<file path="src/rtl/fetch_ctrl_pkg.sv">
// fetch_ctrl_pkg: reset PC, PC increment, FSM encoding and skid payload shared by the fetch block
package fetch_ctrl_pkg;
  localparam logic [31:0] RESET_PC = 32'h0000_3000;
  localparam logic [31:0] PC_INC = 32'd4;
  typedef enum logic [1:0] {IDLE, FETCH, HOLD} state_t;
  typedef struct packed {
    logic [31:0] instr;
    logic [31:0] pc;
  } skid_t;
  function automatic logic [31:0] word_align(input logic [31:0] a);
    return {a[31:2], 2'b00};
  endfunction
endpackage

</file>
<file path="src/rtl/fetch_ctrl_if.sv">
// fetch_ctrl_if: hazard/redirect inputs, instruction-memory port and IF/ID outputs of fetch_ctrl
interface fetch_ctrl_if;
  logic stall;
  logic redirect;
  logic [31:0] redirect_pc;
  logic imem_req;
  logic [31:0] imem_addr;
  logic imem_ack;
  logic [31:0] imem_rdata;
  logic if_valid;
  logic [31:0] instr_if;
  logic [31:0] pc_if;
  logic [31:0] pc4_if;
  modport master (
    input stall, redirect, redirect_pc, imem_ack, imem_rdata,
    output imem_req, imem_addr, if_valid, instr_if, pc_if, pc4_if
  );
  modport slave (
    output stall, redirect, redirect_pc, imem_ack, imem_rdata,
    input imem_req, imem_addr, if_valid, instr_if, pc_if, pc4_if
  );
endinterface

</file>
<file path="src/rtl/fetch_ctrl_skid.sv">
// fetch_skid: one-entry buffer holding a fetched word and its PC while IF/ID is stalled
module fetch_skid
  import fetch_ctrl_pkg::*;
(
  input  logic  clk,
  input  logic  rst_n,
  input  logic  load,
  input  logic  unload,
  input  logic  clear,
  input  skid_t din,
  output skid_t dout,
  output logic  valid
);
  always_ff @(posedge clk or negedge rst_n) begin
    if (!rst_n) begin
      valid <= 1'b0;
      dout <= '0;
    end else begin
      valid <= !(clear || unload) && (load || valid);
      if (load && !clear) dout <= din;
    end
  end
endmodule

</file>
<file path="src/rtl/fetch_ctrl.sv">
// fetch_ctrl: IF-stage fetch controller with skid and redirect drop; DELAY_SLOT_EN keeps IF/ID on redirect
module fetch_ctrl
  import fetch_ctrl_pkg::*;
(
  input logic clk,
  input logic rst_n,
  fetch_ctrl_if.master bus
);
  state_t state, state_n;
  logic [31:0] fetch_pc, fetch_pc_n, drop_pc, drop_pc_n, instr, instr_n, pc, pc_n;
  logic drop, drop_n, valid, valid_n;
  logic fetching, hit, skid_load, skid_unload, skid_valid;
  skid_t skid_out;
  assign fetching = state == FETCH;
  assign hit = fetching && bus.imem_ack && !drop && !bus.redirect;
  assign skid_load = hit && bus.stall;
  assign skid_unload = state == HOLD && !bus.stall && !bus.redirect;
  // while dropping, the abandoned address stays on the bus until its ack returns
  assign bus.imem_req = fetching;
  assign bus.imem_addr = drop ? drop_pc : fetch_pc;
  assign bus.if_valid = valid;
  assign bus.instr_if = instr;
  assign bus.pc_if = pc;
  assign bus.pc4_if = pc + PC_INC;
  fetch_skid u_skid (
    .clk(clk),
    .rst_n(rst_n),
    .load(skid_load),
    .unload(skid_unload),
    .clear(bus.redirect),
    .din({bus.imem_rdata, fetch_pc}),
    .dout(skid_out),
    .valid(skid_valid)
  );
  always_comb begin
    state_n = state;
    fetch_pc_n = fetch_pc;
    drop_n = drop;
    drop_pc_n = drop_pc;
    valid_n = valid;
    instr_n = instr;
    pc_n = pc;
    if (bus.redirect) begin
      state_n = FETCH;
      fetch_pc_n = word_align(bus.redirect_pc);
      drop_n = fetching && !bus.imem_ack;
      drop_pc_n = bus.imem_addr;
`ifndef DELAY_SLOT_EN
      valid_n = 1'b0;
`endif
    end else if (state == IDLE) begin
      state_n = FETCH;
    end else if (state == HOLD) begin
      if (!bus.stall) begin
        state_n = FETCH;
        valid_n = skid_valid;
        instr_n = skid_out.instr;
        pc_n = skid_out.pc;
      end
    end else begin
      if (!bus.stall) valid_n = hit;
      if (hit && !bus.stall) begin
        instr_n = bus.imem_rdata;
        pc_n = fetch_pc;
      end
      if (hit) begin
        fetch_pc_n = fetch_pc + PC_INC;
        state_n = bus.stall ? HOLD : FETCH;
      end
      if (bus.imem_ack) drop_n = 1'b0;
    end
  end
  always_ff @(posedge clk or negedge rst_n) begin
    if (!rst_n) begin
      state <= IDLE;
      fetch_pc <= RESET_PC;
      drop <= 1'b0;
      drop_pc <= RESET_PC;
      valid <= 1'b0;
      instr <= '0;
      pc <= RESET_PC;
    end else begin
      state <= state_n;
      fetch_pc <= fetch_pc_n;
      drop <= drop_n;
      drop_pc <= drop_pc_n;
      valid <= valid_n;
      instr <= instr_n;
      pc <= pc_n;
    end
  end
endmodule

</file>
<file path="src/flat_wrapper.sv">
// flat-port wrapper written by rule: the top's interface ports become plain ports
module fetch_ctrl_flat import fetch_ctrl_pkg::*;
  (clk, rst_n, bus_stall, bus_redirect, bus_redirect_pc, bus_imem_ack, bus_imem_rdata, bus_imem_req, bus_imem_addr, bus_if_valid, bus_instr_if, bus_pc_if, bus_pc4_if);
  fetch_ctrl_if bus_i ();
  input logic clk;
  input logic rst_n;
  input wire logic [$bits(bus_i.stall)-1:0] bus_stall;
  input wire logic [$bits(bus_i.redirect)-1:0] bus_redirect;
  input wire logic [$bits(bus_i.redirect_pc)-1:0] bus_redirect_pc;
  input wire logic [$bits(bus_i.imem_ack)-1:0] bus_imem_ack;
  input wire logic [$bits(bus_i.imem_rdata)-1:0] bus_imem_rdata;
  output wire logic [$bits(bus_i.imem_req)-1:0] bus_imem_req;
  output wire logic [$bits(bus_i.imem_addr)-1:0] bus_imem_addr;
  output wire logic [$bits(bus_i.if_valid)-1:0] bus_if_valid;
  output wire logic [$bits(bus_i.instr_if)-1:0] bus_instr_if;
  output wire logic [$bits(bus_i.pc_if)-1:0] bus_pc_if;
  output wire logic [$bits(bus_i.pc4_if)-1:0] bus_pc4_if;
  assign bus_i.stall = bus_stall;
  assign bus_i.redirect = bus_redirect;
  assign bus_i.redirect_pc = bus_redirect_pc;
  assign bus_i.imem_ack = bus_imem_ack;
  assign bus_i.imem_rdata = bus_imem_rdata;
  assign bus_imem_req = bus_i.imem_req;
  assign bus_imem_addr = bus_i.imem_addr;
  assign bus_if_valid = bus_i.if_valid;
  assign bus_instr_if = bus_i.instr_if;
  assign bus_pc_if = bus_i.pc_if;
  assign bus_pc4_if = bus_i.pc4_if;
  fetch_ctrl u_core (.clk(clk), .rst_n(rst_n), .bus(bus_i));
endmodule
</file>
<file path="config.mk">
export PLATFORM = sky130hd
export DESIGN_NAME = fetch_ctrl_flat
export DESIGN_NICKNAME = d
export VERILOG_FILES = /design/src/rtl/fetch_ctrl_pkg.sv /design/src/rtl/fetch_ctrl_if.sv /design/src/rtl/fetch_ctrl_skid.sv /design/src/rtl/fetch_ctrl.sv /design/src/flat_wrapper.sv
export SDC_FILE = /design/constraint.sdc
export NUM_CORES = 1
export LEC_CHECK = 0
export ABC_AREA = 0
export BUFFER_PORTS_ARGS = -buffer_cell sky130_fd_sc_hd__buf_2
export CAP_MARGIN = 20
export CORE_MARGIN = 2
export CORE_UTILIZATION = 40
export DETAILED_ROUTE_END_ITERATION = 16
export PLACE_DENSITY = 0.6
export SYNTH_ARGS = -nofsm -noshare
export SYNTH_HDL_FRONTEND = slang
export SYNTH_SLANG_ARGS = --single-unit
</file>
<file path="constraint.sdc">
create_clock -name clk -period 5.9 [get_ports clk]
set_input_delay 0 -clock clk [delete_from_list [all_inputs] [get_ports clk]]
set_output_delay 0 -clock clk [all_outputs]
set_load 0.02 [all_outputs]
</file>
### After elaboration in Yosys (flattened, before gate mapping)

Index checks and enable logic that the tools add are counted.

* $add $sub $neg: 2
* equal/unequal tests: 7
* muxes and demuxes: 26
* bitwise gates (word level): 2
* reductions and logical operators: 27

Operators with widths (number)
* 32-bit two-way mux: 11
* 32-bit by 3-bit adder with 32-bit output (second input constant): 2
* 2-bit two-way mux: 6
* 1-bit logical AND: 10
* 1-bit two-way mux: 9
* 2-bit != test (second input constant): 3
* 3-bit AND reduction: 2
* 2-bit nonzero test: 3
* 1-bit zero test: 5
* 4-bit by 3-bit != test with 1-bit output (second input constant): 1
* 2-bit AND reduction: 2
* 4-bit AND reduction: 1
* 4-bit nonzero test: 1
* 2-bit by 1-bit equality test with 1-bit output (second input constant): 1
* 2-bit equality test (second input constant): 1
* 2-bit zero test: 1
* 1-bit logical OR: 2
* 2-bit by 1-bit != test with 1-bit output (second input constant): 1
* 1-bit inverter: 2

* bits in registers: 197
* input port bits: 69
* output and inout port bits: 130
* word-level logic and storage cells: 74

### Longest topological paths before layout

Gate-level depths: netlist (run 1).

* depth after elaboration: 8
* mapped depth: 8
* mapped depth without buffers: 5

### Cells and area by module

Synthesis (run 1) repeated with hierarchy kept, for this count alone.

* cells, all modules: 851
* area total of the unflattened synthesis: 9715.6 um2

Modules (own cells, without submodules)
* fetch_ctrl: instances 1, cells an instance 712, area an instance 6980.4 um2, sequential area each 3260.6 um2
* fetch_skid: instances 1, cells an instance 139, area an instance 2735.1 um2, sequential area each 1626.6 um2

### Worst setup path before layout (run 1)

No wires, ideal clock.

* kind: register to register
* from: register u_core.fetch_pc[13]
* to: register u_core.fetch_pc[31]
* setup time: 120 ps
* arrival: 1818 ps
* required time: 5780 ps
* setup slack: 3963 ps
* stages on the path, launching flop included: 6
* buffers on the path: 1
* period minus slack after synthesis: 1937 ps
* cell sequence: dfstp_2 buf_2 nand4_1 or3_1 or4_1 a31o_1

* cells in the longest elaborated chain, start to end: 5

RTL lines
* start: declaration: line fetch_ctrl.sv:10 `logic [31:0] fetch_pc, fetch_pc_n, drop_pc, drop_pc_n, instr, instr_n, pc, pc_n;`
* start signal: assignment: line fetch_ctrl.sv:84 `fetch_pc <= fetch_pc_n;`
* 32-bit by 3-bit adder with 32-bit output: line fetch_ctrl.sv:67 `fetch_pc_n = fetch_pc + PC_INC;`
* 32-bit two-way mux: line fetch_ctrl.sv:66 `if (hit) begin`
* 32-bit two-way mux: line fetch_ctrl.sv:53 `end else if (state == HOLD) begin`
* 32-bit two-way mux: line fetch_ctrl.sv:51 `end else if (state == IDLE) begin`
* 32-bit two-way mux: line fetch_ctrl.sv:43 `if (bus.redirect) begin`

No other way between the ends. The select of a mux whose other input is x is not followed.
A chain may end at the register's enable or synchronous reset.

### Final worst setup path (run 1)

* from: register u_core.state[0]
* to: register u_core.instr[5] (netlist: u_core.bus.instr_if[5])

* cells in the longest elaborated chain, start to end: 7
* elaborated cells between the ends (all ways): 12
* those cells by class: 3 x eq/ne; 1 x mux; 1 x bitwise; 7 x reduce/logical

RTL lines
* start: declaration: line fetch_ctrl.sv:9 `state_t state, state_n;`
* start signal: assignment: line fetch_ctrl.sv:83 `state <= state_n;`
* 2-bit by 1-bit equality test with 1-bit output: line fetch_ctrl.sv:14 `assign fetching = state == FETCH;`
* 1-bit logical AND (3 in series): line fetch_ctrl.sv:15 `assign hit = fetching && bus.imem_ack && !drop && !bus.redirect;`
* 1-bit logical AND: line fetch_ctrl.sv:62 `if (hit && !bus.stall) begin`
* 2-bit nonzero test (no source line)
* 4-bit AND reduction (no source line)
* end signal: assignment: line fetch_ctrl.sv:88 `instr <= instr_n;`
* end: declaration: line fetch_ctrl.sv:10

Parallel ways exist; a longest one is shown, timed or not.

==> results of run 1 <==
[timing repair]
item                                    CTS  global route
hold endpoints to repair                215             0
endpoints found under the setup margin    0             0
hold buffers                             65             0
[final cells by class]
class,count,area [um^2]
clock buffer,18,439
inverter,7,26.3
fill,2152,11500
timing repair buffer,265,1700
multi-input combinational,584,4260
tap,319,399
sequential,191,4790
clock inverter,14,150
[cells in the mapped netlist (3+ instances only)]
master,count
nand3_1,20
dfrtp_1,185
and3_1,8
o31ai_1,13
buf_4,5
a31oi_1,17
or4_1,18
nand2_1,97
and4_1,5
nor2b_1,5
nand4_1,28
inv_1,7
nor3_1,4
clkbuf_1,33
nor2_1,29
o21ai_0,81
o41ai_1,3
nor4_1,3
xor2_1,11
mux2i_1,62
dfstp_2,6
buf_2,32
mux2_2,119
xnor2_1,27
or3_1,5
and2_1,7
[placed cells by master, fill, tap and decap left out, types with 8 or more instances in the layout]
master	synthesis	layout
nand3_1	20	20
buf_2	32	191
and3_1	8	8
a31oi_1	17	17
dlygate4sd3_1	0	65
clkbuf_16	0	17
xnor2_1	27	27
nand2_1	97	96
mux2_2	119	119
nor2_1	29	29
nand4_1	28	28
or4_1	18	18
mux2i_1	62	62
o31ai_1	13	13
dfrtp_1	185	185
xor2_1	11	11
o21ai_0	81	81
[kinds of logic after synthesis]
| logic type | Yosys count | synth area share, % |
|---|---|---|
| AOI/OAI and AO/OA | 124 | 7.61 |
| xor gates and xnor gates | 38 | 3.55 |
| buffers and inverters | 79 | 3.87 |
| DFF | 191 | 51.0 |
| adders and majority gates | 2 | 0.267 |
| other | 1 | 0.0400 |
| muxes | 181 | 20.9 |
| and+or+nand+nor | 235 | 12.8 |
[worst max-delay path, stage by stage, from the launching register on]
cell and delay [ns]:
dfrtp_1 0.51, and4bb_1 0.52, o21ai_4 0.26, buf_4 0.42, buf_4 0.63, o21ai_0 0.20
[registers in the layout (all words and copies together) (netlist names)]
name,cells
u_core.drop,1
u_core.bus.if_valid,1
u_core.u_skid.valid,1
u_core.u_skid.dout,62
u_core.state,2
u_core.bus.pc_if,30
u_core.bus.instr_if,32
u_core.drop_pc,32
u_core.fetch_pc,30
[metrics by stage]
stage	util (%)	cells	setup slack, ns
floorplan	-	854	3.96
global placement	45.1	1300	3.20
detailed placement	45.1	1300	3.14
CTS	50.5	1397	3.15
global route	50.6	1398	2.89
finish	50.6	1398	3.14
[path summary, 6_finish.rpt]
| check | end | slack [ns] |
|---|---|---|
| worst max-delay path | u_core.bus.instr_if[5] | 3.14 |
| worst min-delay path | u_core.fetch_pc[12] | 0.04 |
| worst max register to register | u_core.bus.instr_if[5] | 3.14 |
| worst min register to register | u_core.bus.instr_if[27] | 0.47 |
| max in group asynchronous | u_core.u_skid.dout[3] | 4.06 |
| min in group asynchronous | u_core.bus.instr_if[31] | 0.28 |
[power by group through the flow]
stage	registers, mW	clock network [mW]	logic (mW)
3_5_place_dp	1.97	0	1.18
3_3_place_gp	1.95	0	1.16
2_1_floorplan	2.04	0	0.664
6_report	1.94	1.16	1.20
4_1_cts	1.94	1.19	1.21
5_1_grt	2.00	1.24	1.32
[routing by layer]
layer,wire length [um],part of all wire [%],track usage [%],up-vias
met3,1040,4.5,3.58,26
met1,11200,48,27.1,3457
met5,0,0,0,-
met4,314,1.4,5.37,0
met2,10600,46,29.8,172
li1,-,-,-,3469
==> flow_metrics.tcl, run 1 <==
set metrics [dict create \
    grt_pass1_wl_um 36500 \
    fin_area_mm2 0.0118 \
    status "finished clean" \
    ys_seq_elements 191 \
    die_x_um 157 \
    r2r_start "u_core.state[0]" \
    ys_warn_count 0 \
    worst-r2r-cell-count 5 \
    maxCapViolCount 0 \
    ys_async_sr_fraction_pct 100 \
    die_h_um 157 \
    crit_path_start "u_core.state[0]" \
    ir_drop_v 0.000164 \
    cts_buffers 17 \
    clock_latency_ns 0.43 \
    hold_viol 0 \
    p_total_mw 4.30 \
    nets 1137 \
    fin_skew_ns 0.0127 \
    core_mm2 0.0233 \
    powerDensity_mw_per_mm2 365 \
    hold_path.class "in2reg" \
    crit_fanout 78 \
    setup.worst_path.class "reg2reg" \
    antenna_found_initial 0 \
    cp.required_ns 6.18 \
    cts_buffer_depth 2 \
    max_freq_ghz 0.362 \
    synth_top_area_cell "dfrtp_1" \
    grt_use_total_pct 19.0 \
    synth_cell_types 42 \
    diodes 0 \
    overflow 0 \
    layout-drive-gt1-share_pct 33.5 \
    postPlaceCellArea_mm2 0.0105 \
    p_sw_mw 1.51 \
    wl_per_cell_um 16.5 \
    die_area_mm2 0.0247 \
    clock-sinks 191 \
    fin_crit_sh_pct 46.8 \
    hpwlAfterDp_um 15100 \
    cp-start-kind "register" \
    hold-worst-slack_ns 0.0393 \
    clk_pin_slew_ns 0.07 \
    p_comb_share_pct 27.9 \
    post_cts_buffers 0 \
    ant_nets 0 \
    min_from "bus_redirect" \
    pwr-share-seq_pct 45.2 \
    worstMarginPinSlew_ns 0.972 \
    grt_max_degree 120 \
    htreeDepth 4 \
    p_int_mw 2.79 \
    gp_congestion 0.775 \
    syn2layout_area_growth_pct 25.4 \
    pin_count 199 \
    synth_top_area_share_pct 49.3 \
    syn_inst 851 \
    synthFlopType "dfrtp_1" \
    dr.pass1.iters 4 \
    routed_wl_um 23100 \
    synth_area_mm2 0.00938 \
    clock_power_share_pct 26.9 \
    final.setup.tns_ns 0 \
    cp.arrival_ns 3.04 \
    worstHoldPathCells 3 \
    endpoint_kind "register" \
    rows 56 \
    p_leak_nw 5.08 \
    route.vias.total 7124 \
    avgSynthCellArea_um2 11.0 \
    cts-resized-gates 0 \
    synth_seq_area_share_pct 51.0 \
    fin_crit_ns 2.76 \
    cts_root_buf "clkbuf_16" \
    final_max_slew_viol_count 0 \
    setup_viol 0 \
    start_util_pct 40.3 \
    relSlewSlack_pct 35.1 \
    cts_tree "built" \
    first_global_vias 6824 \
    rsz0062_at_grt "no" \
    post-route-drc-count 0 \
    synth_edf_count 0 \
    portBuffers 192 \
    synthTopCellsByArea "dfrtp_1, mux2_2, mux2i_1, o21ai_0, nand2_1" \
    switching_share_pct 35.1 \
    avgViaCountPerCell 5.10 \
    dr.first_iter.drc_count 371 \
]
(Power assumes the default switching activity.)
==> run 2, diff against run 1 <==
--- a/config.mk
+++ b/config.mk
@@ -11,7 +11,7 @@
 export CORE_MARGIN = 2
 export CORE_UTILIZATION = 40
 export DETAILED_ROUTE_END_ITERATION = 16
-export PLACE_DENSITY = 0.6
+export PLACE_DENSITY = 0.62
 export SYNTH_ARGS = -nofsm -noshare
 export SYNTH_HDL_FRONTEND = slang
 export SYNTH_SLANG_ARGS = --single-unit
==> constraint.sdc (replaced) <==
create_clock -name clk -period 2.5 [get_ports clk]
set_input_delay 0 -clock clk [delete_from_list [all_inputs] [get_ports clk]]
set_output_delay 0 -clock clk [all_outputs]
set_load 0.02 [all_outputs]
==> flow_metrics.tcl, run 2 (synthesis results as in run 1) <==
set metrics [dict create \
    status "finished clean" \
    cts_buffers 17 \
    worst-r2r-cell-count 6 \
    nets 1161 \
    utilization_pct 51.7 \
    r2r_start "u_core.fetch_pc[3]" \
    wl_per_cell_um 16.3 \
    first_global_vias 7160 \
    cp.required_ns 2.82 \
    rsz0062_at_grt "no" \
    dp_cells 1316 \
    grt_pass1_wl_um 37500 \
    largest_reg_flops 62 \
    rows 56 \
    fin_crit_ns 2.28 \
    core_mm2 0.0233 \
    clock-sinks 191 \
    setup_viol 0 \
    gr-usage-met1_pct 26.7 \
    pre_cts_ws_ns 0.368 \
    met3_usage_pct 2.92 \
    fin_crit_sh_pct 91.1 \
    dr.pass1.iters 5 \
    antenna_found_initial 0 \
    powerDensity_mw_per_mm2 847 \
    p_leak_nw 5.21 \
    syn2layout_area_growth_pct 28.2 \
    gp_congestion 0.792 \
    hold_viol 0 \
    clk_pin_slew_ns 0.08 \
    post-route-drc-count 0 \
    cp-start-kind "register" \
    avgViaCountPerCell 5.08 \
    hold_path.class "in2async" \
    die_h_um 157 \
    fin_skew_ns 0.0107 \
    crit_path_start "u_core.fetch_pc[3]" \
    portBuffers 192 \
    grt_use_total_pct 19.3 \
    die_area_mm2 0.0247 \
    regToRegEndpoint "u_core.fetch_pc[10]" \
    ant_nets 0 \
    regMostFlops "u_core.u_skid.dout" \
    final_common_cell "buf_2" \
    ff_latch_area_mm2 0.00479 \
    route.vias.total 7226 \
    grt_max_degree 81 \
    final_max_slew_viol_count 0 \
    maxCapViolCount 0 \
    cp.arrival_ns 2.60 \
    fillers 2161 \
    cts_buffer_depth 2 \
    p_total_mw 10.2 \
    cts_tree "built" \
    final_cell_mix "buf_2, dfrtp_1, mux2_2" \
    worst-r2r-setup-slack_ns 0.22 \
    layout-drive-gt1-share_pct 34.4 \
    worstMarginPinSlew_ns 0.701 \
    max_freq_ghz 0.439 \
    crit_end "u_core.fetch_pc[10]" \
    pin_count 199 \
    clock_latency_ns 0.43 \
    routed_wl_um 23200 \
    diodes 0 \
    setup.worst_path.class "reg2reg" \
    multi_input_comb_area_mm2 0.00427 \
    crit_fanout 8 \
    htreeDepth 4 \
    start_util_pct 40.3 \
    dr.first_iter.drc_count 492 \
    setup_ws_ns 0.222 \
    die_x_um 157 \
    relSlewSlack_pct 53.3 \
    final.setup.tns_ns 0 \
    cts_root_buf "clkbuf_16" \
    overflow 0 \
    hpwlAfterDp_um 15800 \
    ir_drop_v 0.000423 \
    top_usage_layer "met2" \
    finalNonFillerCells 1422 \
    endpoint_kind "register" \
    use_met2_pct 31.7 \
]
run 2: cell count changes in the layout (fill, tap and decap cells not counted), sizes merged:
cell	previous run	this run
buf	199	215
dlygate4sd3	65	73
clkinv	5	6
bufinv	1	0
clkbuf	19	18
inv	13	15
clkinvlp	2	1
run 2: area by class of cell:
| type | instances | share of cell area [%] |
|---|---|---|
| clock buffer | 17 | 3.54 |
| clock inverter | 15 | 1.41 |
| inverter | 7 | 0.218 |
| multi-input combinational | 584 | 35.5 |
| sequential | 191 | 39.8 |
| tap | 319 | 3.32 |
| timing repair buffer | 289 | 16.3 |
run 2: where the power goes:
group,internal [mW],switching (mW),total [mW]
sequential,3.91,0.672,4.58
clock,1.35,1.36,2.71
combinational,1.27,1.63,2.90
run 2: timing repair:
action	4_1_cts	5_1_grt
buffers inserted	0	1
endpoints found under the setup margin	1	2
pin swaps	0	1
endpoints found under the hold margin	173	0
hold buffers	73	0
resized for setup	1	0
cloned	0	0
run 2: how the worst min path moves through the flow:
stage               start                      to
floorplan           rst_n     u_core.bus.if_valid
global placement    rst_n       u_core.drop_pc[0]
detailed placement  rst_n  u_core.u_skid.dout[63]
CTS                 rst_n  u_core.u_skid.dout[63]
global route        rst_n       u_core.drop_pc[0]
finish              rst_n       u_core.drop_pc[0]
run 2: worst max-delay path, stage by stage (launching register included):
cell           delay (ns)
dfrtp_1              0.50
ha_1                 0.37
nand2_1              0.15
nor4_1               0.31
xnor2_1              0.18
o21ai_0              0.09
dlygate4sd3_1        0.57
run 2: routing by layer:
metal	vias to the layer above	part of all wire [%]
met1	3506	47
li1	3523	-
met2	175	48
met5	-	0
met4	0	1.3
met3	22	3.3
run 2: stage by stage:
step / instance area (um^2) / hold slack, ns
6_report: 12000 / 0.163
5_1_grt: 12000 / 0.222
4_1_cts: 12000 / 0.190
3_5_place_dp: 10700 / 0.0941
3_3_place_gp: 10700 / 0.0990
2_1_floorplan: 9400 / -0.296
